[src/rtl/mulbyn_stream_if.sv]
// Handshake and data bundle for the multiply-by-N streaming scaler.
// The scaler owns the 'slave' side; the producer and consumer drive the 'master' side.
interface mulbyn_stream_if #(
  parameter int N = 16,
  parameter int W = 16
);
  localparam int IW = $clog2(N);

  logic                 in_valid;
  logic                 in_ready;
  logic signed [W:0]    in_re;
  logic signed [W:0]    in_im;
  logic                 out_valid;
  logic                 out_ready;
  logic signed [W:0]    out_re;
  logic signed [W:0]    out_im;
  logic [IW-1:0]        out_idx;
  logic                 out_last;
  logic                 sat_flag;
  logic                 clr_sat;

  modport slave (
    input  in_valid, in_re, in_im, out_ready, clr_sat,
    output in_ready, out_valid, out_re, out_im, out_idx, out_last, sat_flag
  );

  modport master (
    output in_valid, in_re, in_im, out_ready, clr_sat,
    input  in_ready, out_valid, out_re, out_im, out_idx, out_last, sat_flag
  );
endinterface

[src/rtl/mulbyn_stream.sv]
// Streaming complex scaler: y = sat(x * N) per component, 1-cycle registered
// output stage with valid/ready, in-frame sample index and sticky saturation flag.

// One component lane: scale by N and clamp to the signed [W:0] range.
module mulbyn_stream_lane #(
  parameter int N = 16,
  parameter int W = 16
) (
  input  logic signed [W:0] x_i,
  output logic signed [W:0] y_o,
  output logic              sat_o
);
  localparam int P    = $clog2(N);
  localparam bit POW2 = ((1 << P) == N);
  // Power-of-two scale is a pure shift; otherwise one extra bit covers N < 2^P.
  localparam int PW   = POW2 ? (W + 1 + P) : (W + 2 + P);

  localparam logic signed [PW-1:0] MAXV = {{(PW-W){1'b0}}, {W{1'b1}}};
  localparam logic signed [PW-1:0] MINV = {{(PW-W){1'b1}}, {W{1'b0}}};
  localparam logic signed [PW-1:0] NK   = PW'(N);

  logic signed [PW-1:0] xe;
  logic signed [PW-1:0] prod;
  logic                 hi, lo;

  assign xe = {{(PW-W-1){x_i[W]}}, x_i};

  generate
    if (POW2) begin : g_shift
      assign prod = xe <<< P;
    end else begin : g_mult
      assign prod = xe * NK;
    end
  endgenerate

  // Clamp the wide product back into the data format.
  always_comb begin
    hi    = (prod > MAXV);
    lo    = (prod < MINV);
    sat_o = hi | lo;
    y_o   = prod[W:0];
    if (hi)      y_o = MAXV[W:0];
    else if (lo) y_o = MINV[W:0];
  end
endmodule

module mulbyn_stream #(
  parameter int N        = 16,
  parameter int W        = 16,
  parameter int BIT_FRAC = 1
) (
  input  logic           clk,
  input  logic           rst_n,
  mulbyn_stream_if.slave bus
);
  localparam int IW = $clog2(N);
  localparam int NC = 2;  // component lanes: 0 = real, 1 = imaginary
  localparam logic [IW-1:0] LAST_IDX = IW'(N - 1);

  logic [NC-1:0][W:0] x_lane, y_lane;
  logic [NC-1:0]      sat_lane;

  logic               vld_q, vld_d;
  logic [NC-1:0][W:0] data_q, data_d;
  logic [IW-1:0]      idx_q, idx_d;
  logic               last_q, last_d;
  logic [IW-1:0]      cnt_q, cnt_d;
  logic               sat_q, sat_d;

  logic in_rdy, acc, xfer;

  assign x_lane[0] = bus.in_re;
  assign x_lane[1] = bus.in_im;

  generate
    for (genvar c = 0; c < NC; c++) begin : g_lane
      mulbyn_stream_lane #(.N(N), .W(W)) u_lane (
        .x_i   (x_lane[c]),
        .y_o   (y_lane[c]),
        .sat_o (sat_lane[c])
      );
    end
  endgenerate

  // Output slot frees up when empty or being drained this cycle.
  assign in_rdy = !vld_q || bus.out_ready;
  assign acc    = bus.in_valid && in_rdy;
  assign xfer   = vld_q && bus.out_ready;

  // Next state: load on accept, drop valid on a bare transfer, else hold.
  always_comb begin
    vld_d  = vld_q;
    data_d = data_q;
    idx_d  = idx_q;
    last_d = last_q;
    cnt_d  = cnt_q;
    sat_d  = sat_q;
    if (bus.clr_sat) sat_d = 1'b0;
    if (acc) begin
      vld_d  = 1'b1;
      data_d = y_lane;
      idx_d  = cnt_q;
      last_d = (cnt_q == LAST_IDX);
      cnt_d  = (cnt_q == LAST_IDX) ? '0 : cnt_q + IW'(1);
      // A saturating accept overrides a simultaneous clear.
      if (|sat_lane) sat_d = 1'b1;
    end else if (xfer) begin
      vld_d  = 1'b0;
    end
  end

  // Output register stage and frame counter.
  always_ff @(posedge clk or negedge rst_n) begin
    if (!rst_n) begin
      vld_q  <= 1'b0;
      data_q <= '0;
      idx_q  <= '0;
      last_q <= 1'b0;
      cnt_q  <= '0;
      sat_q  <= 1'b0;
    end else begin
      vld_q  <= vld_d;
      data_q <= data_d;
      idx_q  <= idx_d;
      last_q <= last_d;
      cnt_q  <= cnt_d;
      sat_q  <= sat_d;
    end
  end

  assign bus.in_ready  = in_rdy;
  assign bus.out_valid = vld_q;
  assign bus.out_re    = data_q[0];
  assign bus.out_im    = data_q[1];
  assign bus.out_idx   = idx_q;
  assign bus.out_last  = last_q;
  assign bus.sat_flag  = sat_q;
endmodule

[src/flat_wrapper.sv]
// flat-port wrapper written by rule: the top's interface ports become plain ports
module mulbyn_stream_flat 
#(
  parameter int N        = 16,
  parameter int W        = 16,
  parameter int BIT_FRAC = 1
)
  (clk, rst_n, bus_in_valid, bus_in_re, bus_in_im, bus_out_ready, bus_clr_sat, bus_in_ready, bus_out_valid, bus_out_re, bus_out_im, bus_out_idx, bus_out_last, bus_sat_flag);
  mulbyn_stream_if #(.N(N), .W(W)) bus_i ();
  input  logic clk;
  input  logic rst_n;
  input wire logic [$bits(bus_i.in_valid)-1:0] bus_in_valid;
  input wire logic [$bits(bus_i.in_re)-1:0] bus_in_re;
  input wire logic [$bits(bus_i.in_im)-1:0] bus_in_im;
  input wire logic [$bits(bus_i.out_ready)-1:0] bus_out_ready;
  input wire logic [$bits(bus_i.clr_sat)-1:0] bus_clr_sat;
  output wire logic [$bits(bus_i.in_ready)-1:0] bus_in_ready;
  output wire logic [$bits(bus_i.out_valid)-1:0] bus_out_valid;
  output wire logic [$bits(bus_i.out_re)-1:0] bus_out_re;
  output wire logic [$bits(bus_i.out_im)-1:0] bus_out_im;
  output wire logic [$bits(bus_i.out_idx)-1:0] bus_out_idx;
  output wire logic [$bits(bus_i.out_last)-1:0] bus_out_last;
  output wire logic [$bits(bus_i.sat_flag)-1:0] bus_sat_flag;
  assign bus_i.in_valid = bus_in_valid;
  assign bus_i.in_re = bus_in_re;
  assign bus_i.in_im = bus_in_im;
  assign bus_i.out_ready = bus_out_ready;
  assign bus_i.clr_sat = bus_clr_sat;
  assign bus_in_ready = bus_i.in_ready;
  assign bus_out_valid = bus_i.out_valid;
  assign bus_out_re = bus_i.out_re;
  assign bus_out_im = bus_i.out_im;
  assign bus_out_idx = bus_i.out_idx;
  assign bus_out_last = bus_i.out_last;
  assign bus_sat_flag = bus_i.sat_flag;
  mulbyn_stream #(.N(N), .W(W), .BIT_FRAC(BIT_FRAC)) u_core (.clk(clk), .rst_n(rst_n), .bus(bus_i));
endmodule
[config.mk]
export PLATFORM = sky130hd
export DESIGN_NAME = mulbyn_stream_flat
export DESIGN_NICKNAME = d
export VERILOG_FILES = /design/src/rtl/mulbyn_stream_if.sv /design/src/rtl/mulbyn_stream.sv /design/src/flat_wrapper.sv
export SDC_FILE = /design/constraint.sdc
export NUM_CORES = 1
export LEC_CHECK = 0
export ABC_AREA = 1
export CAP_MARGIN = 20
export CORE_MARGIN = 3
export CORE_UTILIZATION = 44
export CTS_CLUSTER_SIZE = 28
export DETAILED_ROUTE_END_ITERATION = 12
export PLACE_DENSITY = 0.87
export SKIP_CTS_REPAIR_TIMING = 1
export SKIP_LAST_GASP = 1
export SYNTH_ARGS = -nofsm -noshare
export SYNTH_HDL_FRONTEND = slang
export SYNTH_SLANG_ARGS = --single-unit
[constraint.sdc]
create_clock -name clk -period 3.34 [get_ports clk]
set_input_delay 0.334 -clock clk [delete_from_list [all_inputs] [get_ports clk]]
set_output_delay 0.334 -clock clk [all_outputs]
set_load 0.005 [all_outputs]
; Word level (Yosys, flattened, before mapping)
; Cells that the tools add are included.
[totals]
ff_bits = 45
wordCells = 31
input_bits = 39
out_inout_bits = 42
[classes]
mux = 10
n_eq_ne = 1
reduce_logical = 6
n_addsub = 1
bitwise = 2
n_lt_le_gt_ge = 4
[ops]
columns = op, n
row1 = 17-bit two-way mux, 4
row2 = 21-bit by 17-bit greater-than comparator with 1-bit output (second input constant), 2
row3 = 21-bit by 17-bit less-than comparator with 1-bit output (second input constant), 2
row4 = 1-bit two-way mux, 5
row5 = 4-bit by 1-bit adder with 4-bit output (second input constant), 1
row6 = 4-bit equality test (second input constant), 1
row7 = 4-bit two-way mux, 1
row8 = 1-bit logical AND, 2
row9 = 1-bit bitwise OR, 2
row10 = 2-bit nonzero test, 1
row11 = 2-bit OR reduction, 1
row12 = 1-bit zero test, 1
row13 = 1-bit logical OR, 1

; Logic depth before layout (Yosys ltp)
[logic_depth]
ltp_word = 5
ltp_mapped = 8
ltp_nobuf = 7

; Cells and area by module
; From an unflattened synthesis, not the netlist that was laid out.
[unflattened]
cells_unflattened = 284
hier_area_um2 = 2133.3
[by_module_without_submodules]
columns = mod, instances, area_each_um2, seq_area_each_um2, cells_per_inst
row1 = mulbyn_stream, 1, 1747.9, 1126.1, 200
row2 = mulbyn_stream_lane, 2, 192.7, 0.0, 42

; Worst setup path after synthesis
; No wires, ideal clock.
[synth_timing]
kind = reg2reg
start = register u_core.vld_q (netlist: u_core.bus.out_valid)
end = register u_core.data_q (netlist bit u_core.bus.out_im[10])
arrival_time_ps = 982
n_path_buf = 1
path_slack_ps = 2239
synth_period_minus_slack_ps = 1101
required_ps = 3221
stages_incl_launch_ff = 8
setup_ps = 119
cell_sequence = dfrtp_1 nand2_4 nand2_8 inv_6 and2_4 buf_12 o21ai_2 nand2_1
[synth_between]
elab_chain_len = 3
[synth_rtl]
columns = item, line_no
row1 = from (decl), mulbyn_stream.sv:63  ; logic vld_q, vld_d;
row2 = from (signal assigned), mulbyn_stream.sv:122  ; vld_q <= vld_d;
row3 = 1-bit zero test, mulbyn_stream.sv:86  ; assign in_rdy = !vld_q || bus.out_ready;
row4 = 1-bit logical OR, mulbyn_stream.sv:86
row5 = named net bus_in_ready, flat_wrapper.sv:17  ; output wire logic [$bits(bus_i.in_ready)-1:0] bus_in_ready;
row6 = 1-bit logical AND, mulbyn_stream.sv:87  ; assign acc = bus.in_valid && in_rdy;
row7 = to (signal assigned), mulbyn_stream.sv:123  ; data_q <= data_d;
row8 = to (decl), mulbyn_stream.sv:64  ; logic [NC-1:0][W:0] data_q, data_d;
; The timed path passes the listed nets, and every way through them passes these cells.
; A chain may end at the register's enable or synchronous reset.

; Final worst setup path
[layout_timing]
start = input bus_out_ready
end = output bus_in_ready
[layout_between]
elab_chain_len = 1
[layout_rtl]
columns = item, line_no
row1 = from (decl), flat_wrapper.sv:15  ; input wire logic [$bits(bus_i.out_ready)-1:0] bus_out_ready;
row2 = 1-bit logical OR, mulbyn_stream.sv:86
row3 = to (decl), flat_wrapper.sv:17
; Every way passes these cells.

==> results.json <==
{
  "status": "completed",
  "drt_first_pass_iters": 4,
  "antenna_found_initial": 0,
  "synthesis.nets": 231,
  "critical_path_arrival_ps": 1440,
  "initialDrtViolationCount": 96,
  "r2r_end": "u_core.bus.out_re[5]",
  "maxCapViolations": 0,
  "drive_gt1_share_pct": 9.81,
  "nFillCells": 323,
  "port_buffers": 80,
  "antenna_cells": 0,
  "h-tree-depth": 2,
  "nets": 304,
  "critPathRequiredTime_ps": 3010,
  "start_kind": "input pin",
  "ys_seq_area_share_pct": 56.1,
  "die-area_mm2": 0.00475,
  "wire_per_inst_um": 12.8,
  "grt_start_max_net_pins": 44,
  "synth_area_leaders": "dfrtp_1 56%, nand2_1 17%, o21ai_2 5.0%",
  "cp_cell_sequence": "clkdlybuf4s50_1, inv_2, nand2_4, clkdlybuf4s50_1",
  "cp_common_cell": "clkdlybuf4s50_1",
  "die_w_um": 68.9,
  "avgSynthCellArea_um2": 9.11,
  "grt_pass1_vias": 1452,
  "final.setup_skew_ps": 5.82,
  "peakVddDrop_v": 0.000282,
  "clock_latency_ps": 290,
  "grt_util_all_layers_pct": 18.8,
  "via_per_inst": 4.78,
  "syn_area_mm2": 0.00174,
  "r2r_start": "u_core.bus.out_valid",
  "clkSinkCount": 39,
  "place.gp.congestion": 0.745,
  "core-area_mm2": 0.00374,
  "grt_pass1_wl_mm": 6.48,
  "yosysTopAreaCellShare_pct": 56.1,
  "power_uw": 1420,
  "area_growth_pct": 50.2,
  "cts_tree": "yes",
  "drt_wl_total_mm": 4.02,
  "slowest_stage": "clkdlybuf4s50_1",
  "slowest_delay_ps": 500,
  "synth_area_leader_cell": "dfrtp_1",
  "layout_common_cells": "79 x clkdlybuf4s50_1, 78 x nand2_1, 39 x dfrtp_1",
  "ios": 81,
  "grt_remaining_overflow": 0,
  "tns_ps": 0,
  "power.leakage_uw": 0.00123,
  "fin_crit_sh_pct": 53.1,
  "route.detailed.drc": 0,
  "dp_hpwl_mm": 2.96,
  "yosys_warnings": 0,
  "setup_viol": 0,
  "max-slew-margin-rel_pct": 44.1,
  "start_util_pct": 46.5,
  "rsz0062_at_grt": "false",
  "syn_inst": 191,
  "ys_seq_elements": 39,
  "numCtsBuffers": 5,
  "fmax_mhz": 564,
  "tightest_slew_ps": 839,
  "finalHoldViolCount": 0,
  "cts_root_buf": "clkbuf_8",
  "rr_worst_depth": 5,
  "holdCritPathClass": "input pin to async pin",
  "fin_crit_ps": 1770,
  "vias": 1496,
  "synth_cell_types": 22,
  "die_h_um": 68.9,
  "multi_input_area_um2": 626,
  "layout.area.seq_um2": 976,
  "crit_type": "input pin to primary output",
  "core.rowCount": 22,
  "p_per_area_mw_per_mm2": 544,
  "worst_setup_path_end_kind": "primary output",
  "reg2reg_slack_ps": 1930,
  "final_common_cell": "clkdlybuf4s50_1",
  "slew_viol_final": 0,
  "ant_nets": 0,
  "clk_pin_slew_ps": 70,
  "cp_max_fo": 3,
  "clockBufferDepth": 2
}
==> cells in the mapped netlist <==
| library cell | n |
|---|---|
| buf_12 | 1 |
| dfrtp_1 | 39 |
| nor2_1 | 5 |
| ha_1 | 1 |
| buf_2 | 7 |
| o21ai_1 | 11 |
| nand2_1 | 78 |
| a21oi_2 | 1 |
| o21ai_2 | 10 |
| nand2_4 | 1 |
| o21ai_0 | 12 |
| and2_4 | 1 |
| a21oi_1 | 1 |
| nand4_1 | 3 |
| inv_6 | 1 |
| nand2_8 | 1 |
| o21a_1 | 1 |
| xnor2_1 | 1 |
| buf_4 | 6 |
| nand3_1 | 2 |
| inv_2 | 2 |
| inv_1 | 6 |
==> area by class of cell <==
cell class,instances,share of cell area (%)
clock buffers,6,3.16
multi-input cells,129,23.9
clock inverters,2,1.34
inverters,9,1.48
flip-flops and latches,39,37.3
well taps,48,2.30
repair buffers,80,30.4
==> worst max path at each step <==
stage	from	endpoint	slack (ps)	depth (start not counted)
after detailed placement	bus_out_ready	u_core.bus.out_re[5]	1500	7
final	bus_out_ready	bus_in_ready	1570	4
after CTS	bus_out_ready	bus_in_ready	1560	4
after floorplan	u_core.bus.out_valid	u_core.bus.out_im[10]	2240	7
after global routing	bus_out_ready	bus_in_ready	1510	4
after global placement	bus_out_ready	u_core.bus.out_re[4]	1530	7
==> cells by family (layout without fill, tap and decap cells) <==
kind of cell	after synthesis	count (layout)	synth area share (%)
AO/OA/AOI/OAI	36	36	12.9
adder cells (fa/ha/maj)	1	1	0.719
XOR/XNOR	1	1	0.503
buffers and inverters	23	97	7.98
flip-flops	39	39	56.1
AND/OR/NAND/NOR	91	91	21.9
==> stage by stage <==
stage	instance area [um2]	util [%]	setup slack, ps	hold WS, ps	cells
2_1_floorplan	1740	-	2240	38.4	191
6_report	2610	69.8	1570	139	313
5_1_grt	2610	69.8	1510	197	313
3_3_place_gp	2500	66.7	1530	461	305
3_5_place_dp	2500	66.7	1500	467	305
4_1_cts	2610	69.8	1560	164	313
==> sequential cells by signal, indices dropped and copies added (netlist names) <==
register / count
u_core.bus.out_idx: 4
u_core.bus.out_im: 14
u_core.bus.out_last: 1
u_core.bus.out_re: 14
u_core.bus.out_valid: 1
u_core.bus.sat_flag: 1
u_core.cnt_q: 4
==> power breakdown <==
group          total, uW  internal, uW  switching, uW  leakage (uW)
clock                403           242            162     0.0000612
combinational        388           235            152      0.000681
sequential           632           565           67.0      0.000485
==> per-layer routing <==
| layer | global-route usage, % | share of wire [%] |
|---|---|---|
| met1 | 22.8 | 42 |
| met2 | 30.2 | 49 |
| met3 | 6.81 | 8.3 |
| met4 | 8.03 | 1.4 |
| met5 | 0 | 0 |
==> worst max-delay path: cells and delay by family <==
family,cells,cell delay [ps]
and+or+nand+nor,1,80
buffers and inverters,3,1010
Power figures use the tool's default switching activity.
